===== config.mk =====
export PLATFORM = sky130hd
export DESIGN_NAME = alu_seq_ctrl
export DESIGN_NICKNAME = d
export VERILOG_FILES = /design/src/rtl/alu_seq_ctrl.sv
export SDC_FILE = /design/constraint.sdc
export NUM_CORES = 1
export LEC_CHECK = 0
export ABC_AREA = 1
export BUFFER_PORTS_ARGS = -buffer_cell sky130_fd_sc_hd__buf_2
export CAP_MARGIN = 20
export CORE_UTILIZATION = 50
export DETAILED_ROUTE_END_ITERATION = 8
export PLACE_DENSITY = 0.74
export SYNTH_ARGS = -nofsm -noshare
export SYNTH_HDL_FRONTEND = slang
export SYNTH_SLANG_ARGS = --single-unit

===== constraint.sdc =====
create_clock -name clk -period 3.45 [get_ports clk]
set_input_delay 0.5175 -clock clk [delete_from_list [all_inputs] [get_ports clk]]
set_output_delay 0.5175 -clock clk [all_outputs]
set_load 0.1 [all_outputs]

===== src/rtl/alu_seq_ctrl.sv =====
// Multicycle control sequencer: FETCH/DECODE/EXEC/MEM/WB stepping with a memory ready handshake.
// Define ALU_SEQ_RETIRE_CNT_EN to add the retire_cnt instruction-retire counter output.
module alu_seq_ctrl (
    input  logic        clk,
    input  logic        reset,
    input  logic [5:0]  opcode,
    input  logic [5:0]  funct,
    input  logic        alu_zero,
    input  logic        mem_ready,
    output logic [1:0]  flagAluSrcA,
    output logic [1:0]  flagAluSrcB,
    output logic [2:0]  aluOp,
    output logic        mem_req,
    output logic        mem_wr,
    output logic        ir_write,
    output logic        pc_write,
    output logic        pc_src_jump,
    output logic        reg_write,
    output logic        halted,
`ifdef ALU_SEQ_RETIRE_CNT_EN
    output logic [31:0] retire_cnt,
`endif
    output logic        opcode_err
);

    typedef enum logic [3:0] {
        ST_RESET    = 4'd0,
        ST_FETCH    = 4'd1,
        ST_DECODE   = 4'd2,
        ST_EXEC_R   = 4'd3,
        ST_EXEC_I   = 4'd4,
        ST_MEM_ADDR = 4'd5,
        ST_MEM_WAIT = 4'd6,
        ST_WB       = 4'd7,
        ST_BRANCH   = 4'd8,
        ST_JUMP     = 4'd9,
        ST_ERR      = 4'd10,
        ST_HALT     = 4'd11
    } state_t;

    localparam logic [5:0] OP_RTYPE = 6'h00;
    localparam logic [5:0] OP_ADDI  = 6'h08;
    localparam logic [5:0] OP_LW    = 6'h23;
    localparam logic [5:0] OP_SW    = 6'h2B;
    localparam logic [5:0] OP_BEQ   = 6'h04;
    localparam logic [5:0] OP_J     = 6'h02;
    localparam logic [5:0] FN_ADD   = 6'h20;
    localparam logic [5:0] FN_SUB   = 6'h22;
    localparam logic [5:0] FN_AND   = 6'h24;
    localparam logic [5:0] FN_OR    = 6'h25;
    localparam logic [5:0] FN_SLL   = 6'h00;
    localparam logic [5:0] FN_HALT  = 6'h0D;

    localparam logic [2:0] ALU_PASS = 3'b000;
    localparam logic [2:0] ALU_ADD  = 3'b001;
    localparam logic [2:0] ALU_SUB  = 3'b010;
    localparam logic [2:0] ALU_AND  = 3'b011;
    localparam logic [2:0] ALU_OR   = 3'b100;
    localparam logic [2:0] ALU_SLL  = 3'b101;

    function automatic logic [2:0] rTypeAluOp(input logic [5:0] fn);
        logic [2:0] op;
        case (fn)
            FN_ADD:  op = ALU_ADD;
            FN_SUB:  op = ALU_SUB;
            FN_AND:  op = ALU_AND;
            FN_OR:   op = ALU_OR;
            FN_SLL:  op = ALU_SLL;
            default: op = ALU_PASS;
        endcase
        return op;
    endfunction

    state_t     stateR, nextStateS;
    logic [1:0] srcAR, srcAS, srcBR, srcBS;
    logic [2:0] aluOpR, aluOpS;
    logic       memReqR, memReqS, memWrR, memWrS;
    logic       fetchR, fetchS, branchR, branchS, jumpR, jumpS;
    logic       regWriteR, regWriteS, haltedR, haltedS, errR, errS;
    logic       fetchReadyS;

    // Next-state selection from the current state, decoded instruction and handshake inputs.
    always_comb begin
        nextStateS = stateR;
        case (stateR)
            ST_RESET:  nextStateS = ST_FETCH;
            ST_FETCH: begin
                if (mem_ready) nextStateS = ST_DECODE;
                else           nextStateS = ST_FETCH;
            end
            ST_DECODE: begin
                case (opcode)
                    OP_RTYPE: begin
                        case (funct)
                            FN_ADD, FN_SUB, FN_AND, FN_OR, FN_SLL: nextStateS = ST_EXEC_R;
                            FN_HALT: nextStateS = ST_HALT;
                            default: nextStateS = ST_ERR;
                        endcase
                    end
                    OP_ADDI:      nextStateS = ST_EXEC_I;
                    OP_LW, OP_SW: nextStateS = ST_MEM_ADDR;
                    OP_BEQ:       nextStateS = ST_BRANCH;
                    OP_J:         nextStateS = ST_JUMP;
                    default:      nextStateS = ST_ERR;
                endcase
            end
            ST_EXEC_R, ST_EXEC_I: nextStateS = ST_WB;
            ST_MEM_ADDR:          nextStateS = ST_MEM_WAIT;
            ST_MEM_WAIT: begin
                if (mem_ready) nextStateS = memWrR ? ST_FETCH : ST_WB;
                else           nextStateS = ST_MEM_WAIT;
            end
            ST_WB, ST_BRANCH, ST_JUMP, ST_ERR: nextStateS = ST_FETCH;
            ST_HALT:  nextStateS = ST_HALT;
            default:  nextStateS = ST_RESET;
        endcase
    end

    // Output decode of the state being entered, so the registered outputs line up with it.
    always_comb begin
        srcAS     = 2'b00;
        srcBS     = 2'b00;
        aluOpS    = ALU_PASS;
        memReqS   = 1'b0;
        memWrS    = 1'b0;
        fetchS    = 1'b0;
        branchS   = 1'b0;
        jumpS     = 1'b0;
        regWriteS = 1'b0;
        haltedS   = 1'b0;
        errS      = 1'b0;
        case (nextStateS)
            ST_FETCH: begin
                memReqS = 1'b1;
                fetchS  = 1'b1;
            end
            ST_DECODE: begin
                srcBS  = 2'b11;
                aluOpS = ALU_ADD;
            end
            ST_EXEC_R: begin
                srcAS  = (funct == FN_SLL) ? 2'b10 : 2'b01;
                aluOpS = rTypeAluOp(funct);
            end
            ST_EXEC_I, ST_MEM_ADDR: begin
                srcAS  = 2'b01;
                srcBS  = 2'b10;
                aluOpS = ALU_ADD;
            end
            ST_MEM_WAIT: begin
                memReqS = 1'b1;
                // Direction is latched on entry so it cannot move during a stall.
                memWrS  = (stateR == ST_MEM_WAIT) ? memWrR : (opcode == OP_SW);
            end
            ST_WB:     regWriteS = 1'b1;
            ST_BRANCH: begin
                srcAS   = 2'b01;
                aluOpS  = ALU_SUB;
                branchS = 1'b1;
            end
            ST_JUMP:   jumpS   = 1'b1;
            ST_ERR:    errS    = 1'b1;
            ST_HALT:   haltedS = 1'b1;
            default:   srcAS   = 2'b00;
        endcase
    end

    // State and output registers; reset low clears everything immediately.
    always_ff @(posedge clk or negedge reset) begin
        if (!reset) begin
            stateR    <= ST_RESET;
            srcAR     <= 2'b00;
            srcBR     <= 2'b00;
            aluOpR    <= ALU_PASS;
            memReqR   <= 1'b0;
            memWrR    <= 1'b0;
            fetchR    <= 1'b0;
            branchR   <= 1'b0;
            jumpR     <= 1'b0;
            regWriteR <= 1'b0;
            haltedR   <= 1'b0;
            errR      <= 1'b0;
        end else begin
            stateR    <= nextStateS;
            srcAR     <= srcAS;
            srcBR     <= srcBS;
            aluOpR    <= aluOpS;
            memReqR   <= memReqS;
            memWrR    <= memWrS;
            fetchR    <= fetchS;
            branchR   <= branchS;
            jumpR     <= jumpS;
            regWriteR <= regWriteS;
            haltedR   <= haltedS;
            errR      <= errS;
        end
    end

    // PC+4 strobes exist only on the cycle memory returns the instruction word.
    assign fetchReadyS = fetchR & mem_ready;
    assign flagAluSrcA = srcAR;
    assign flagAluSrcB = fetchReadyS ? 2'b01 : srcBR;
    assign aluOp       = fetchReadyS ? ALU_ADD : aluOpR;
    assign mem_req     = memReqR;
    assign mem_wr      = memWrR;
    assign ir_write    = fetchReadyS;
    assign pc_write    = fetchReadyS | (branchR & alu_zero) | jumpR;
    assign pc_src_jump = jumpR;
    assign reg_write   = regWriteR;
    assign halted      = haltedR;
    assign opcode_err  = errR;

`ifdef ALU_SEQ_RETIRE_CNT_EN
    logic [31:0] retireCntR;
    logic        retireS;

    assign retireS = (nextStateS == ST_FETCH) &&
                     (stateR inside {ST_WB, ST_MEM_WAIT, ST_BRANCH, ST_JUMP, ST_ERR});

    // Retired-instruction counter; wraps naturally and cannot move while halted.
    always_ff @(posedge clk or negedge reset) begin
        if (!reset) begin
            retireCntR <= 32'd0;
        end else if (retireS) begin
            retireCntR <= retireCntR + 32'd1;
        end
    end

    assign retire_cnt = retireCntR;
`endif

endmodule


; Word level (Yosys, flattened, before mapping)
; Index checks and enable logic that the tools add are counted.
[totals]
register_bits = 19
input_bits = 16
[op_classes]
n_eq_ne = 33
reduce_logical = 11
n_mux = 22
bitwise_logic = 4
[op_table]
columns = operator, n
row1 = "equality test 6 bit, second input constant", 6
row2 = "equality test 4 x 3 -> 1 bit, second input constant", 8
row3 = "equality test 4 bit, second input constant", 8
row4 = case mux 4 bit (7 select lines), 1
row5 = case mux 4 bit (5 select lines), 1
row6 = "equality test 4 x 2 -> 1 bit, second input constant", 4
row7 = case mux 3 bit (5 select lines), 1
row8 = "equality test 6 x 4 -> 1 bit, second input constant", 2
row9 = zero test 6 bit, 2
row10 = OR reduction 5 bit, 2
row11 = 2-to-1 mux 1 bit, 9
row12 = 2-to-1 mux 3 bit, 3
row13 = case mux 3 bit (3 select lines), 1
row14 = "equality test 4 x 1 -> 1 bit, second input constant", 2
row15 = case mux 2 bit (2 select lines), 2
row16 = case mux 4 bit (2 select lines), 1
row17 = OR reduction 2 bit, 4
row18 = "equality test 6 x 2 -> 1 bit, second input constant", 1
row19 = "equality test 6 x 3 -> 1 bit, second input constant", 1
row20 = 2-to-1 mux 2 bit, 3
row21 = OR reduction 3 bit, 2
row22 = zero test 4 bit, 1
row23 = AND 1 bit, 2
row24 = "inequality test 2 bit, second input constant", 1
row25 = bitwise OR 1 bit, 2

; Logic depth before layout (Yosys ltp)
[logic_depth]
word_depth = 8
mapped_depth = 14
ltp_nobuf = 14

; Least setup slack after synthesis
; OpenSTA, ideal clock, no wires.
[synth_path]
kind = input to output
from = input port mem_ready
to = output port aluOp[1]
n_path_buf = 0
setup_slack_ns = 0.531
arrival_ns = 2.402
t_required_ns = 2.932
stages = 3
cell_sequence = nand2_1 -> inv_1 -> nor2_1
[synth_via]
elab_chain_cells = 2
[synth_lines]
columns = element, line_no
row1 = from (decl), 9  ; input logic mem_ready,
row2 = AND 1 bit, 200  ; assign fetchReadyS = fetchR & mem_ready;
row3 = named net ir_write, 15  ; output logic ir_write,
row4 = 2-to-1 mux 3 bit, 203  ; assign aluOp = fetchReadyS ? ALU_ADD : aluOpR;
row5 = to (decl), 12  ; output logic [2:0] aluOp,
; The timed path passes the listed nets, and every way through them passes these cells.

; Worst setup path in the final report
[layout_path]
from = register fetchR
to = output port aluOp[0]
[layout_via]
elab_chain_cells = 2
[layout_lines]
columns = element, line_no
row1 = from (decl), 78  ; logic fetchR, fetchS, branchR, branchS, jumpR, jumpS;
row2 = from (signal assigned), 190  ; fetchR <= fetchS;
row3 = AND 1 bit, 200
row4 = 2-to-1 mux 3 bit, 203
; Every way passes these cells.

==> impl_metrics.prom <==
# TYPE chip_impl_metric gauge
chip_impl_info{name="outcome",value="complete, no violations"} 1
chip_impl_info{name="cts_tree",value="built"} 1
chip_impl_metric{name="post_route_cells_drive_above_1_share",unit="%"} 34.7
chip_impl_metric{name="wire_per_inst",unit="um"} 10.4
chip_impl_info{name="clockRootBuffer",value="sky130_fd_sc_hd__clkbuf_4"} 1
chip_impl_metric{name="firstDrtPassIters",unit=""} 4
chip_impl_metric{name="final.setup_skew",unit="ps"} 10.1
chip_impl_metric{name="fin_worst_hold_slack",unit="ps"} 107
chip_impl_metric{name="switching_share_of_power",unit="%"} 60.3
chip_impl_metric{name="yosysWarnings",unit=""} 0
chip_impl_metric{name="clockPowerShare",unit="%"} 8.3
chip_impl_metric{name="vias",unit=""} 1071
chip_impl_metric{name="numClockSinks",unit=""} 19
chip_impl_metric{name="cpPeakStageDelay",unit="ps"} 380
chip_impl_metric{name="power.ir.vdd_worst",unit="mV"} 0.731
chip_impl_metric{name="place_worst_setup_slack",unit="ps"} 1490
chip_impl_metric{name="max-clock-path-buffers",unit=""} 2
chip_impl_metric{name="synth_edf_count",unit=""} 0
chip_impl_metric{name="max_freq",unit="MHz"} 513
chip_impl_metric{name="clk_latency",unit="ps"} 310
chip_impl_metric{name="post-layout-total-power",unit="uW"} 1410
chip_impl_metric{name="final-setup-viol-count",unit=""} 0
chip_impl_metric{name="floorplan.io_pins",unit=""} 31
chip_impl_info{name="timing.critical_path.from_type",value="flop"} 1
chip_impl_metric{name="seq_power_share",unit="%"} 22.8
chip_impl_metric{name="cell_area_after_synthesis",unit="mm2"} 0.00118
chip_impl_metric{name="post_cts_resized",unit=""} 0
chip_impl_metric{name="fin_nets",unit=""} 207
chip_impl_metric{name="cts.htree.levels",unit=""} 1
chip_impl_metric{name="ys_types",unit=""} 23
chip_impl_metric{name="fp.dieH",unit="um"} 50.5
chip_impl_metric{name="mean_syn_cell_area",unit="um2"} 7.54
chip_impl_metric{name="setup_fix_buffers_added_after_clock_tree_synthesis",unit=""} 0
chip_impl_info{name="worstSetupEndpointType",value="output pin"} 1
chip_impl_metric{name="areaGrowthSynthToFinish",unit="%"} 18.0
chip_impl_metric{name="antenna_found_initial",unit=""} 0
chip_impl_metric{name="cellPowerDensity",unit="mW/mm2"} 1020
chip_impl_metric{name="grt_pass1_wl",unit="um"} 4040
chip_impl_metric{name="final_antenna_net_count",unit=""} 0
chip_impl_metric{name="finalWorstSetupSlack",unit="ps"} 1500
chip_impl_metric{name="worstPathRequired",unit="ps"} 2930
chip_impl_metric{name="cts_buffers",unit=""} 3
chip_impl_metric{name="async_reset_ff_share",unit="%"} 100
chip_impl_metric{name="maximum_fanout_count_along_the_critical_path",unit=""} 6
chip_impl_metric{name="fill_cells",unit=""} 201
chip_impl_metric{name="syn_nets",unit=""} 172
chip_impl_info{name="dominantRegCellSynth",value="sky130_fd_sc_hd__dfrtp_1"} 1
chip_impl_metric{name="die_width",unit="um"} 50.5
chip_impl_metric{name="final_global_route_overflow_total",unit=""} 0
chip_impl_metric{name="finalCritPeriodShare",unit="%"} 56.6
chip_impl_metric{name="grt_pass1_vias",unit=""} 987
chip_impl_metric{name="syn_inst",unit=""} 156
chip_impl_metric{name="std_cell_rows",unit=""} 17
chip_impl_metric{name="detail_route.vias_per_cell",unit=""} 4.91
chip_impl_info{name="hp-class",value="primary input to async pin"} 1
chip_impl_metric{name="first_iter_violations",unit=""} 15
chip_impl_info{name="cp_cell_sequence",value="nand2_1, inv_1, or2_2, buf_2"} 1
chip_impl_metric{name="initial_utilization",unit="%"} 53.2
chip_impl_metric{name="cellLeakagePower",unit="uW"} 0.000819
chip_impl_metric{name="layout_min_cycle_time",unit="ps"} 1950
chip_impl_metric{name="gp_routability_congestion",unit=""} 0.825
chip_impl_info{name="cp_slowest_cell",value="sky130_fd_sc_hd__dfrtp_1"} 1
chip_impl_metric{name="floorplan.die_area",unit="mm2"} 0.00255
chip_impl_metric{name="internal_power",unit="uW"} 561
chip_impl_metric{name="switchingPower",unit="uW"} 850
chip_impl_metric{name="power.share.combinational",unit="%"} 68.9
chip_impl_metric{name="postRouteWirelength",unit="um"} 2270
chip_impl_metric{name="drt_drc_violations_left",unit=""} 0
chip_impl_metric{name="io_buffers",unit=""} 30
chip_impl_info{name="rsz0062_at_grt",value="no"} 1
chip_impl_metric{name="dp_hpwl",unit="um"} 1900
chip_impl_metric{name="worst_ep_arrival_time",unit="ps"} 1430
chip_impl_metric{name="grt_max_degree",unit=""} 20
chip_impl_info{name="final_common_cell",value="sky130_fd_sc_hd__nand2_1"} 1
chip_impl_metric{name="fin_tns_setup",unit="ps"} 0
chip_impl_metric{name="core_area",unit="mm2"} 0.00221
chip_impl_metric{name="finalHoldViolations",unit=""} 0
chip_impl_metric{name="total_of_flip_flops_plus_latches_after_synthesis",unit=""} 19
chip_impl_metric{name="maxCapViolCount",unit=""} 0
chip_impl_metric{name="relSlewSlack",unit="%"} 67.8
chip_impl_info{name="critPathKind",value="flop to output pin"} 1
chip_impl_metric{name="insertedDiodeCount",unit=""} 0
chip_impl_metric{name="clk_transition_reported_paths",unit="ps"} 110
chip_impl_metric{name="finish.utilization",unit="%"} 62.7
chip_impl_metric{name="cts_hold_buf",unit=""} 0
chip_impl_metric{name="synth.yosys.seq_area_share",unit="%"} 40.4
chip_impl_info{name="mostFrequentLayoutCells",value="31 x sky130_fd_sc_hd__nand2_1, 30 x sky130_fd_sc_hd__buf_2, 27 x sky130_fd_sc_hd__inv_1, 21 x sky130_fd_sc_hd__nor2_1, 19 x sky130_fd_sc_hd__dfrtp_1"} 1
chip_impl_metric{name="worst_slew_pin_slew",unit="ps"} 487
chip_impl_metric{name="slew_violations",unit=""} 0
chip_impl_metric{name="global_route.usage.total",unit="%"} 21.5
cell type report:
class | instances | area [um2] | share of cell area, %
multi-input combinational | 105 | 578 | 41.7
tap | 28 | 35.0 | 2.52
inverter | 32 | 123 | 8.84
sequential | 19 | 475 | 34.3
clock buffer | 4 | 26.3 | 1.89
timing repair buffer | 30 | 150 | 10.8
flip-flops by register name (all words and copies together), names as in the netlist:
name,cells
aluOpR,3
branchR,1
fetchR,1
flagAluSrcA,2
halted,1
mem_req,1
mem_wr,1
opcode_err,1
pc_src_jump,1
reg_write,1
srcBR,2
stateR,4
path summary, 6_finish.rpt:
check                               startpoint                       end  slack, ps  cells after the start
max                           fetchR$_DFF_PN0_                  aluOp[0]       1500                      4
min                                      reset          halted$_DFF_PN0_        110                      1
max reg2reg                stateR[3]$_DFF_PN0_  flagAluSrcA[0]$_DFF_PN0_       1810                     10
min reg2reg                 mem_wr$_DFFE_PN0P_        mem_wr$_DFFE_PN0P_        590                      2
max in group asynchronous                reset        srcBR[1]$_DFF_PN0_       3050                      1
min in group clk                      funct[5]       aluOpR[2]$_DFF_PN0_        540                      4
power by group through the flow:
stage,logic (uW),clock network [uW],registers [uW]
after floorplan,682,0,467
after global placement,955,0,324
after detailed placement,974,0,328
after CTS,976,117,323
after global routing,1060,126,330
final,972,117,322
Yosys cell counts, types with 3 or more instances:
| cell type | n | share of area (%) |
|---|---|---|
| sky130_fd_sc_hd__nor2_2 | 10 | 5.3 |
| sky130_fd_sc_hd__nand2_2 | 5 | 2.7 |
| sky130_fd_sc_hd__nand4_1 | 7 | 3.7 |
| sky130_fd_sc_hd__a21oi_4 | 3 | 4.1 |
| sky130_fd_sc_hd__inv_2 | 4 | 1.3 |
| sky130_fd_sc_hd__nor2_1 | 21 | 6.7 |
| sky130_fd_sc_hd__o21ai_0 | 5 | 2.1 |
| sky130_fd_sc_hd__dfrtp_1 | 19 | 40 |
| sky130_fd_sc_hd__nand3_1 | 7 | 3.0 |
| sky130_fd_sc_hd__inv_1 | 27 | 8.6 |
| sky130_fd_sc_hd__nand2_1 | 31 | 9.9 |
logic make-up (layout without fill, tap and decap cells):
family / after synthesis / in the layout / share of synthesized area, %
AO/OA/AOI/OAI: 13 / 13 / 8.83
flip-flops: 19 / 19 / 40.4
AND/OR/NAND/NOR: 92 / 92 / 40.3
buffers and inverters: 32 / 66 / 10.4
critical path, delay by kind of cell, from the launching register on:
kind                   cells  cell delay [ps]
DFF                        1              380
buffers and inverters      2              380
and+or+nand+nor            2              360
through the flow:
stage                     instance area [um2]  cells
after global routing                     1390    218
final                                    1390    218
after detailed placement                 1360    214
after global placement                   1360    214
after CTS                                1390    218
after floorplan                          1180    156
layer usage:
layer | routed length [um] | vias up | share of wire [%] | GRT usage, %
met2 | 1160 | 29 | 51 | 36.7
met3 | 81 | 5 | 3.6 | 2.73
met5 | 0 | - | 0 | 0
met1 | 970 | 484 | 43 | 25.9
li1 | - | 553 | - | -
met4 | 55 | 0 | 2.4 | 12.5
Power figures use the tool's default switching activity.
